===== config.mk =====
export PLATFORM = sky130hd
export DESIGN_NAME = pipe_elastic_reg
export DESIGN_NICKNAME = d
export VERILOG_FILES = /design/src/rtl/pipe_pkg.sv /design/src/rtl/pipe_sat_counter.sv /design/src/rtl/pipe_elastic_reg.sv
export SDC_FILE = /design/constraint.sdc
export NUM_CORES = 1
export LEC_CHECK = 0
export BUFFER_PORTS_ARGS = -buffer_cell sky130_fd_sc_hd__buf_2
export CORE_ASPECT_RATIO = 1.2
export CORE_MARGIN = 1
export CORE_UTILIZATION = 30
export CTS_BUF_LIST = sky130_fd_sc_hd__clkbuf_2
export DETAILED_ROUTE_END_ITERATION = 12
export PLACE_DENSITY_LB_ADDON = 0.25
export SETUP_SLACK_MARGIN = 0.02
export SYNTH_ARGS = -nofsm -noshare
export SYNTH_HDL_FRONTEND = slang
export SYNTH_SLANG_ARGS = --single-unit

===== constraint.sdc =====
create_clock -name clk -period 2.1 [get_ports clk]
set_input_delay 0.105 -clock clk [delete_from_list [all_inputs] [get_ports clk]]
set_output_delay 0.105 -clock clk [all_outputs]
set_load 0.01 [all_outputs]

===== src/rtl/pipe_pkg.sv =====
// Shared definitions for the elastic inter-stage registers: state encoding,
// boundary payload widths, bubble constant and EX/MEM field offsets.
package pipe_pkg;

   typedef enum logic [1:0] {
      EMPTY = 2'd0,
      ONE   = 2'd1,
      TWO   = 2'd2
   } pipe_state_e;

   localparam int unsigned IF_ID_W  = 64;
   localparam int unsigned ID_EX_W  = 180;
   localparam int unsigned EX_MEM_W = 142;
   localparam int unsigned MEM_WB_W = 72;

   localparam logic [0:EX_MEM_W-1] EX_MEM_BUBBLE = '0;

   // EX/MEM payload layout, bit 0 = MSB; offsets are the first bit of each field.
   localparam int unsigned NEXT_PC_OFF    = 0;
   localparam int unsigned NEXT_PC_W      = 32;
   localparam int unsigned OP_B_OFF       = 32;
   localparam int unsigned OP_B_W         = 32;
   localparam int unsigned DEST_REG_OFF   = 64;
   localparam int unsigned DEST_REG_W     = 5;
   localparam int unsigned ALU_RESULT_OFF = 69;
   localparam int unsigned ALU_RESULT_W   = 32;
   localparam int unsigned CTRL_OFF       = 101;
   localparam int unsigned CTRL_W         = 8;
   localparam int unsigned LEAP_ADDR_OFF  = 109;
   localparam int unsigned LEAP_ADDR_W    = 32;
   localparam int unsigned LEAP_OFF       = 141;
   localparam int unsigned LEAP_W         = 1;

endpackage


===== src/rtl/pipe_sat_counter.sv =====
// Saturating up-counter with synchronous active-high reset.
module pipe_sat_counter #(
   parameter int unsigned CNT_W = 16
) (
   input  logic             clk,
   input  logic             reset,
   input  logic             inc_i,
   output logic [CNT_W-1:0] cnt_o
);

   logic [CNT_W-1:0] cnt_q, cnt_d;

   // NOTE: give every always_comb output a default first so no path leaves it unassigned (no latch).
   always_comb begin
      cnt_d = cnt_q;
      if (inc_i && (cnt_q != '1)) begin
         cnt_d = cnt_q + CNT_W'(1);
      end
   end

   // NOTE: sequential state uses non-blocking assignments only.
   always_ff @(posedge clk) begin
      if (reset) begin
         cnt_q <= '0;
      end else begin
         cnt_q <= cnt_d;
      end
   end

   assign cnt_o = cnt_q;

endmodule


===== src/rtl/pipe_elastic_reg.sv =====
// Elastic pipeline stage register: valid/ready handshake, 2-entry skid, sync flush.
// Optional saturating stall/flush counters when PIPE_ELASTIC_PERF_EN is defined.
module pipe_elastic_reg
   import pipe_pkg::*;
#(
   parameter int unsigned      WIDTH  = EX_MEM_W,
   parameter logic [0:WIDTH-1] BUBBLE = {WIDTH{1'b0}},
   parameter int unsigned      CNT_W  = 16
) (
   input  logic             clk,
   input  logic             reset,
   input  logic             flush,
   input  logic             in_valid,
   output logic             in_ready,
   input  logic [0:WIDTH-1] in_data,
   output logic             out_valid,
   input  logic             out_ready,
   output logic [0:WIDTH-1] out_data
`ifdef PIPE_ELASTIC_PERF_EN
   ,
   output logic [0:CNT_W-1] stall_cnt,
   output logic [0:CNT_W-1] flush_cnt
`endif
);

   if ((WIDTH == 0) || (CNT_W == 0)) begin : g_bad_param
      $error("pipe_elastic_reg: WIDTH and CNT_W must be non-zero");
   end

   pipe_state_e      state_q, state_d;
   logic [0:WIDTH-1] main_q, main_d;
   logic [0:WIDTH-1] skid_q, skid_d;
   logic             in_ready_q, in_ready_d;
   logic             accept, issue;

   assign accept = in_valid & in_ready_q;
   assign issue  = (state_q != EMPTY) & out_ready;

   // Vacated entries are rewritten with BUBBLE so out_data never shows stale payload.
   always_comb begin
      state_d = state_q;
      main_d  = main_q;
      skid_d  = skid_q;
      if (flush) begin
         state_d = EMPTY;
         main_d  = BUBBLE;
         skid_d  = BUBBLE;
      end else begin
         case (state_q)
            EMPTY: begin
               if (accept) begin
                  state_d = ONE;
                  main_d  = in_data;
               end
            end
            ONE: begin
               if (accept && issue) begin
                  main_d = in_data;
               end else if (accept) begin
                  state_d = TWO;
                  skid_d  = in_data;
               end else if (issue) begin
                  state_d = EMPTY;
                  main_d  = BUBBLE;
               end
            end
            TWO: begin
               if (issue) begin
                  state_d = ONE;
                  main_d  = skid_q;
                  skid_d  = BUBBLE;
               end
            end
            default: begin
               state_d = EMPTY;
               main_d  = BUBBLE;
               skid_d  = BUBBLE;
            end
         endcase
      end
      in_ready_d = (state_d != TWO);
   end

   // NOTE: payload registers are reset too, since out_data must read BUBBLE straight out of reset.
   always_ff @(posedge clk) begin
      if (reset) begin
         state_q    <= EMPTY;
         main_q     <= BUBBLE;
         skid_q     <= BUBBLE;
         in_ready_q <= 1'b1;
      end else begin
         state_q    <= state_d;
         main_q     <= main_d;
         skid_q     <= skid_d;
         in_ready_q <= in_ready_d;
      end
   end

   assign in_ready  = in_ready_q;
   assign out_valid = (state_q != EMPTY);
   assign out_data  = main_q;

`ifdef PIPE_ELASTIC_PERF_EN
   pipe_sat_counter #(.CNT_W(CNT_W)) u_stall_cnt (
      .clk   (clk),
      .reset (reset),
      .inc_i (out_valid & ~out_ready),
      .cnt_o (stall_cnt)
   );

   pipe_sat_counter #(.CNT_W(CNT_W)) u_flush_cnt (
      .clk   (clk),
      .reset (reset),
      .inc_i (flush & (state_q != EMPTY)),
      .cnt_o (flush_cnt)
   );
`endif

endmodule


# --- Word level (Yosys, flattened, before mapping) ---
# Index checks and enable logic that the tools add are counted.
totals:
  regBits: 287
  latchBits: 0
  mem_bits_rw: 0
  rom_bits: 0
  input_bits: 147
  elab_cells: 37
  n_memories: 0
classes:
  add_sub_neg: 0
  mul: 0
  div: 0
  n_lt_le_gt_ge: 0
  eq_ne: 9
  shifts: 0
  muxes: 15
  n_bitwise: 3
  n_reduce_logical: 6
ops:
  columns: ["operator", "count"]
  rows:
  - ["2-to-1 mux 142 bit", 6]
  - ["case mux 142 bit (3 select lines)", 2]
  - ["2-to-1 mux 2 bit", 6]
  - ["!= test 2 bit (second input constant)", 5]
  - ["AND reduction 4 bit", 2]
  - ["!= test 3 bit (second input constant)", 2]
  - ["case mux 2 bit (3 select lines)", 1]
  - ["AND 1 bit", 2]
  - ["equality test 2 x 1 -> 1 bit (second input constant)", 1]
  - ["equality test 2 bit (second input constant)", 1]
  - ["logical NOT 2 bit", 1]
  - ["nonzero test 2 bit", 1]
  - ["OR reduction 2 bit", 1]
  - ["logical AND 1 bit", 1]
  - ["NOT 1 bit", 1]

# --- Logic depth before layout (Yosys ltp) ---
# Gate-level depths: netlist of the first run.
logic_depth:
  depth_word: 8
  ltp_mapped: 8

# --- Worst setup path before layout of the first run ---
# No wires, ideal clock.
synth_timing:
  path_kind: "flip-flop to flip-flop"
  startpoint: "register in_ready_q, in the netlist in_ready"
  endpoint: "register skid_q[10] in the netlist's numbering"
  setup_ns: 0.128
  t_arrival_ns: 1.418
  path_slack_ns: 0.554
  path_stages_with_launch: 8
  n_path_buf: 3
  path_cell_list: "dfxtp_1 -> and3b_1 -> o22a_1 -> buf_4 -> buf_6 -> buf_6 -> mux2i_1 -> nor2_1"
synth_via:
  elab_chain_cells: 4
synth_lines:
  columns: ["item", "line_no", "source"]
  rows:
  - ["start: declaration", "pipe_elastic_reg.sv:33", "logic in_ready_q, in_ready_d;"]
  - ["start signal: assignment", "pipe_elastic_reg.sv:95", "in_ready_q <= in_ready_d;"]
  - ["AND 1 bit (*)", "pipe_elastic_reg.sv:36", "assign accept = in_valid & in_ready_q;"]
  - ["logical AND 1 bit", "pipe_elastic_reg.sv:57", "if (accept && issue) begin"]
  - ["!= test 2 bit (no line)", null, null]
  - ["AND reduction 4 bit (no line) (*)", null, null]
  - ["end signal: assignment", "pipe_elastic_reg.sv:94", "skid_q <= skid_d;"]
  - ["end: declaration", "pipe_elastic_reg.sv:32", "logic [0:WIDTH-1] skid_q, skid_d;"]
# Mark *: on every way between the ends. The rest lies on a longest branch, timed or not.
# A chain may end at the register's enable or synchronous reset.

# --- Final worst setup path of the first run ---
layout_timing:
  startpoint: "register state_q[0]"
  endpoint: "output port out_valid"
layout_via:
  elab_chain_cells: 1
layout_lines:
  columns: ["item", "line_no", "source"]
  rows:
  - ["start: declaration", "pipe_elastic_reg.sv:30", "pipe_state_e state_q, state_d;"]
  - ["start signal: assignment", "pipe_elastic_reg.sv:92", "state_q <= state_d;"]
  - ["nonzero test 2 bit", "pipe_elastic_reg.sv:100", "assign out_valid = (state_q != EMPTY);"]
  - ["end: declaration", "pipe_elastic_reg.sv:16", "output logic out_valid,"]
# Every way passes these cells.

==> results of run 1 <==
sequential cells by signal, summed over array words and instances (netlist names):
signal,flops
in_ready,1
out_data,142
skid_q,142
state_q,2
timing repair:
item,4_1_cts,5_1_grt
buffers inserted,5,0
cloned,2,0
endpoints found under the hold margin,287,0
pin swaps,1,0
hold buffers,302,0
setup endpoints to repair,1,5
resized for setup,9,2
area by class of cell:
| cell class | instances | area (µm²) |
|---|---|---|
| diodes | 1 | 2.50 |
| well taps | 609 | 762 |
| clock inverters | 25 | 150 |
| repair buffers | 631 | 5130 |
| flip-flops and latches | 287 | 5750 |
| multi-input cells | 1017 | 7320 |
| fillers | 4471 | 25400 |
| clock buffers | 125 | 626 |
metal layers:
| metal | vias to the layer above | GRT usage | wire [µm] | share of wire |
|---|---|---|---|---|
| li1 | 6374 | - | - | - |
| met1 | 6326 | 0.218 | 19400 | 0.43 |
| met2 | 311 | 0.334 | 22000 | 0.49 |
| met3 | 68 | 0.0409 | 2170 | 0.048 |
| met4 | 0 | 0.0848 | 1120 | 0.025 |
| met5 | - | 0 | 0 | 0 |
worst max-delay path: stages, from the launching register on:
cell and delay (ns):
dfxtp_4 0.37, buf_12 0.13, or2_4 0.22, buf_6 0.12
cell usage after synthesis, types with 2 or more instances:
master     count  area [µm²]
a21oi_1        2        10.0
a22oi_1      142        1070
and2_1       142         888
buf_1          7        26.3
buf_2         39         195
buf_4          9        67.6
buf_6         18         203
clkbuf_1      72         270
dfxtp_1      287        5750
mux2i_1      285        2850
nand3b_1       3        22.5
nor2_1       286        1070
o2bb2ai_1    142        1240
or2_2          2        12.5
path summary, 6_finish.rpt:
| kind | cells past startpoint | from | slack [ns] | end |
|---|---|---|---|---|
| max | 3 | state_q[0]$_SDFF_PP0_ | 0.16 | out_valid |
| min | 6 | in_data[115] | 0.15 | out_data[115]$_SDFFE_PP0P_ |
| min reg2reg | 2 | skid_q[141]$_SDFFE_PP0P_ | 0.50 | skid_q[141]$_SDFFE_PP0P_ |
| max reg2reg | 7 | state_q[0]$_SDFF_PP0_ | 0.19 | out_data[31]$_SDFFE_PP0P_ |
logic make-up (layout without fill, tap and decap cells):
group                  after synthesis  count (layout)  synth area share
AOI/OAI and AO/OA                  291             291             0.172
buffers and inverters              145             781            0.0553
DFF                                287             287             0.417
muxes                              285             285             0.207
other                                0               1                 0
and+or+nand+nor                    441             441             0.150
power groups by stage:
stage	registers (mW)	logic [mW]	clock network, mW
finish	5.64	2.17	4.40
global route	5.65	2.36	4.90
CTS	5.64	2.17	4.63
detailed placement	5.76	1.70	0
global placement	5.76	1.68	0
floorplan	5.79	1.03	0
metrics by stage:
stage	utilization	total power [mW]
2_1_floorplan	-	6.82
3_3_place_gp	0.350	7.45
3_5_place_dp	0.350	7.46
4_1_cts	0.437	12.4
5_1_grt	0.438	12.9
6_report	0.438	12.2
==> impl_metrics.yaml, run 1 <==
finish:
  drive_above_1_share: 0.227
  area_growth_pct: 43.2
  fin_cells: 2695
  layout_common_cells: "302 x dlygate4sd3_1, 289 x buf_2, 286 x nor2_1, 285 x mux2i_1, 285 x dfxtp_1"
  fin_area_mm2: 0.0197
  final_common_cell: "dlygate4sd3_1"
  final_net_count: 2167
clocking:
  clk_pin_slew_ns: 0.10
  cts_made_buffers: 83
  clk_path_buf_depth: 3
  clk-insertion-delay-late_ns: 1.00
  cts_tree: "yes"
  cts.sinks: 287
  htreeDepth: 3
  cts_root_buf: "clkbuf_2"
synthesis:
  synth_warnings: 0
  synth_edf_count: 0
  syn_nets: 1596
  async_flop_share: 0
  ys_seq_area_frac: 0.417
  syn_inst: 1449
  synth_ff_type: "dfxtp_1"
  netlist_area_mm2: 0.0138
  synth_cell_types: 27
  syn_avg_cell_area_um2: 9.52
  synth_seq_cells: 287
die:
  die_h_um: 237
  rows: 85
  die_w_um: 198
  dieArea_mm2: 0.0468
  io_pins: 291
  initial_core_util: 0.306
  core_mm2: 0.0451
timing:
  rsz0062_at_grt: "true"
  min_period_over_period: 0.925
  slew_headroom: 0.455
  fin_crit_ns: 1.94
  fin_hold_ws_ns: 0.147
  final-setup-viol-count: 0
  fin_skew_ns: 0.0495
  tns_ns: 0
  setup_ws_ns: 0.157
  hold_viol_final: 0
  slew_violations: 0
  fmax_ghz: 0.515
  worstMarginPinSlew_ns: 0.818
detailed_routing:
  remaining_drc_errors: 0
  antenna_left: 0
  dr.pass1.iters: 4
  wl_per_cell_um: 16.6
  vias: 13079
  vias_per_cell: 4.85
  wirelength_um: 44700
  drt_iter0_drc: 523
worst_setup_path:
  cp-end-kind: "output pin"
  cp.arrival_ns: 1.84
  crit_path_start_kind: "register"
  path_class: "reg2out"
  crit_required_ns: 2.00
  path_max_fanout: 2
global_route:
  grt_pass1_wl_um: 70800
  track_usage: 0.190
  antenna_found_initial: 1
  grt_max_degree: 106
  first_global_vias: 13391
  grt_overflow_total: 0
hold_path:
  hold_path.class: "in2reg"
outcome:
  status: "finished clean"
run:
  cap_violations: 0
power_and_ir_drop:
  p_clk_frac: 0.361
  netSwitchingFraction: 0.307
  seqPwrFrac: 0.462
  p_int_mw: 8.46
  power_density_mw_per_mm2: 618
  ir_worst_vdd_uv: 417
  combPwrFrac: 0.178
  p_sw_mw: 3.75
  p_leak_nw: 7.78
placed_design:
  dp_slack_ns: 0.337
  dp.cells: 2235
  place_area_mm2: 0.0158
  hpwlAfterDp_um: 24800
  globalplace.congestion: 0.733
  portBuffers: 290
Power figures use the tool's default switching activity.
==> inputs of run 2 (changes only) <==
--- a/config.mk
+++ b/config.mk
@@ -5,13 +5,13 @@
 export SDC_FILE = /design/constraint.sdc
 export NUM_CORES = 1
 export LEC_CHECK = 0
+export ABC_AREA = 1
 export BUFFER_PORTS_ARGS = -buffer_cell sky130_fd_sc_hd__buf_2
 export CORE_ASPECT_RATIO = 1.2
 export CORE_MARGIN = 1
 export CORE_UTILIZATION = 30
 export CTS_BUF_LIST = sky130_fd_sc_hd__clkbuf_2
 export DETAILED_ROUTE_END_ITERATION = 12
-export PLACE_DENSITY_LB_ADDON = 0.25
 export SETUP_SLACK_MARGIN = 0.02
 export SYNTH_ARGS = -nofsm -noshare
 export SYNTH_HDL_FRONTEND = slang
==> run 2 against run 1 <==
Against the previous run:
- combinational power is essentially flat
- cell area is essentially flat
- largest power group unchanged
- largest cell class unchanged
- via count grew 27%
- critical path depth grew 2
- hold slack gained 0.025 ns
- critical endpoint is now in_ready$_SDFF_PP1_
==> impl_metrics.yaml, run 2 <==
outcome:
  status: "finished clean"
detailed_routing:
  vias: 16571
  drt_iter0_drc: 1025
  vias_per_cell: 4.76
  dr.pass1.iters: 6
  antenna_left: 0
  wirelength_um: 52800
  wl_per_cell_um: 15.2
  remaining_drc_errors: 0
global_route:
  grt_overflow_total: 0
  grt_pass1_wl_um: 82100
  first_global_vias: 16068
  antenna_found_initial: 6
  grt_max_degree: 143
  track_usage: 0.216
synthesis:
  syn_avg_cell_area_um2: 6.17
  synth_seq_cells: 287
  ys_seq_area_frac: 0.408
  syn_nets: 2428
  synth_top_area_frac: 0.408
  synth_warnings: 0
  synth_ff_type: "dfxtp_1"
  synth_top_cell_by_area: "dfxtp_1"
  synth_cell_types: 17
  synthTopCellsByCount: "929 x nand2_1, 287 x dfxtp_1, 285 x a21oi_1, 216 x inv_1, 164 x nor2_1"
  yosys-top-cells-area: "dfxtp_1 41%, nand2_1 25%, a21oi_1 10%"
  synth_edf_count: 0
  syn_inst: 2281
  netlist_area_mm2: 0.0141
  yosysMostFrequentCell: "nand2_1"
  async_flop_share: 0
die:
  io_pins: 291
  core_mm2: 0.0462
  initial_core_util: 0.305
  dieArea_mm2: 0.0478
  die_h_um: 239
  rows: 86
  die_w_um: 200
worst_setup_path:
  path_max_fanout: 67
  crit_required_ns: 2.99
  critPathMaxStageDelay_ns: 0.61
  crit_path_top_delay_cell: "dlygate4sd3_1"
  r2r_slack_ns: 0.13
  cp-end-kind: "register"
  crit_path_start_kind: "register"
  r2r_start: "state_q[1]$_SDFF_PP0_"
  r2r-end: "in_ready$_SDFF_PP1_"
  r2r_cells: 5
  path_class: "reg2reg"
  cp.arrival_ns: 2.86
  path_cells: "inv_1 > nand2_4 > buf_12 > nand4_1 > dlygate4sd3_1"
power_and_ir_drop:
  p_sw_mw: 3.85
  combPwrFrac: 0.182
  seqPwrFrac: 0.476
  ir_worst_vdd_uv: 437
  netSwitchingFraction: 0.327
  p_clk_frac: 0.342
  finalPower_mw: 11.8
  p_int_mw: 7.93
  power_density_mw_per_mm2: 596
  p_leak_nw: 9.47
finish:
  fillers: 4684
  fin_area_mm2: 0.0198
  final_net_count: 2952
  final_common_cell: "nand2_1"
  area_growth_pct: 40.3
  layout_common_cells: "925 x nand2_1, 291 x dlygate4sd3_1, 289 x buf_2, 285 x a21oi_1, 285 x dfxtp_1"
  fin_cells: 3479
  drive_above_1_share: 0.162
timing:
  worstMarginPinSlew_ns: 0.729
  fin_crit_ns: 1.97
  fin_skew_ns: 0.0822
  min_period_over_period: 0.936
  rsz0062_at_grt: "false"
  fin_hold_ws_ns: 0.172
  slew_violations: 0
  slew_headroom: 0.514
  final-setup-viol-count: 0
  hold_viol_final: 0
  fmax_ghz: 0.509
  tns_ns: 0
clocking:
  cts_made_buffers: 82
  clk-insertion-delay-late_ns: 1.05
  clk_path_buf_depth: 3
  cts_root_buf: "clkbuf_2"
  htreeDepth: 3
  clk_pin_slew_ns: 0.10
  cts_tree: "yes"
  cts.sinks: 287
hold_path:
  min_path_cells: 8
  hold_path.class: "in2reg"
  hp-start: "in_data[44]"
  min_to: "out_data[44]$_SDFFE_PP0P_"
placed_design:
  dp.cells: 3039
  portBuffers: 290
  place_area_mm2: 0.0160
  hpwlAfterDp_um: 27700
  globalplace.congestion: 0.778
run:
  cap_violations: 0
==> run 2: cell count changes after synthesis, sizes merged, moves of 159 or more <==
cell / delta
a21oi: +284
inv: +220
mux2i: -285
nand2: +928
nand3: +159
==> run 2: kinds of logic after synthesis <==
group           count (synthesis)  synth area share
simple gates                 1311             0.374
compound gates                287             0.102
flops                         287             0.408
buf+inv                       396             0.115
==> run 2: power groups by stage <==
| stage | Sequential (mW) | Clock, mW | Combinational [mW] |
|---|---|---|---|
| 2_1_floorplan | 5.78 | 0 | 0.956 |
| 3_3_place_gp | 5.74 | 0 | 1.63 |
| 3_5_place_dp | 5.74 | 0 | 1.64 |
| 4_1_cts | 5.61 | 4.23 | 2.10 |
| 5_1_grt | 5.62 | 4.48 | 2.36 |
| 6_report | 5.61 | 4.04 | 2.14 |
==> run 2: worst max path at each step <==
| stage | from | endpoint | slack (ns) | depth (start not counted) |
|---|---|---|---|---|
| after floorplan | state_q[0]$_SDFF_PP0_ | skid_q[20]$_SDFFE_PP0P_ | 0.66 | 8 |
| after global placement | state_q[1]$_SDFF_PP0_ | out_data[139]$_SDFFE_PP0P_ | 0.23 | 6 |
| after detailed placement | state_q[1]$_SDFF_PP0_ | out_data[109]$_SDFFE_PP0P_ | 0.18 | 6 |
| after CTS | state_q[1]$_SDFF_PP0_ | out_valid | 0.01 | 4 |
| after global routing | state_q[1]$_SDFF_PP0_ | skid_q[29]$_SDFFE_PP0P_ | 0.06 | 6 |
| final | state_q[1]$_SDFF_PP0_ | in_ready$_SDFF_PP1_ | 0.13 | 5 |
==> run 2: layer usage <==
metal / part of all wire / vias up / GRT usage
met3: 0.076 / 109 / 0.0475
met5: 0.00034 / - / 0
met1: 0.43 / 7590 / 0.262
met4: 0.031 / 4 / 0.104
li1: - / 8183 / -
met2: 0.47 / 685 / 0.360
==> run 2: final cells by class <==
class                      count  area, µm²  area share
timing repair buffer         615       4940       0.250
clock inverter                18       72.6     0.00367
tap                          616        771      0.0390
inverter                     221        840      0.0425
clock buffer                 119        596      0.0301
antenna                        5       12.5    0.000633
sequential                   287       5750       0.291
multi-input combinational   1598       6770       0.343
==> run 2: timing repair <==
action | CTS | global route
buffers inserted | 4 | 0
hold buffers | 291 | 0
gates cloned | 2 | 1
hold endpoints to repair | 287 | 0
endpoints found under the setup margin | 1 | 38
pin swaps | 1 | 0
resized for setup | 3 | 1
==> run 2: through the flow <==
| stage | worst slack (ns) | util |
|---|---|---|
| global route | 0.0620 | 0.428 |
| finish | 0.134 | 0.428 |
| CTS | 0.0121 | 0.427 |
| detailed placement | 0.177 | 0.347 |
| floorplan | 0.656 | - |
| global placement | 0.233 | 0.347 |
==> run 2: critical path: cells and delay by family (launching register included) <==
family	cells	cell delay (ns)
DFF	1	0.38
buffers and inverters	3	1.10
and+or+nand+nor	2	0.33
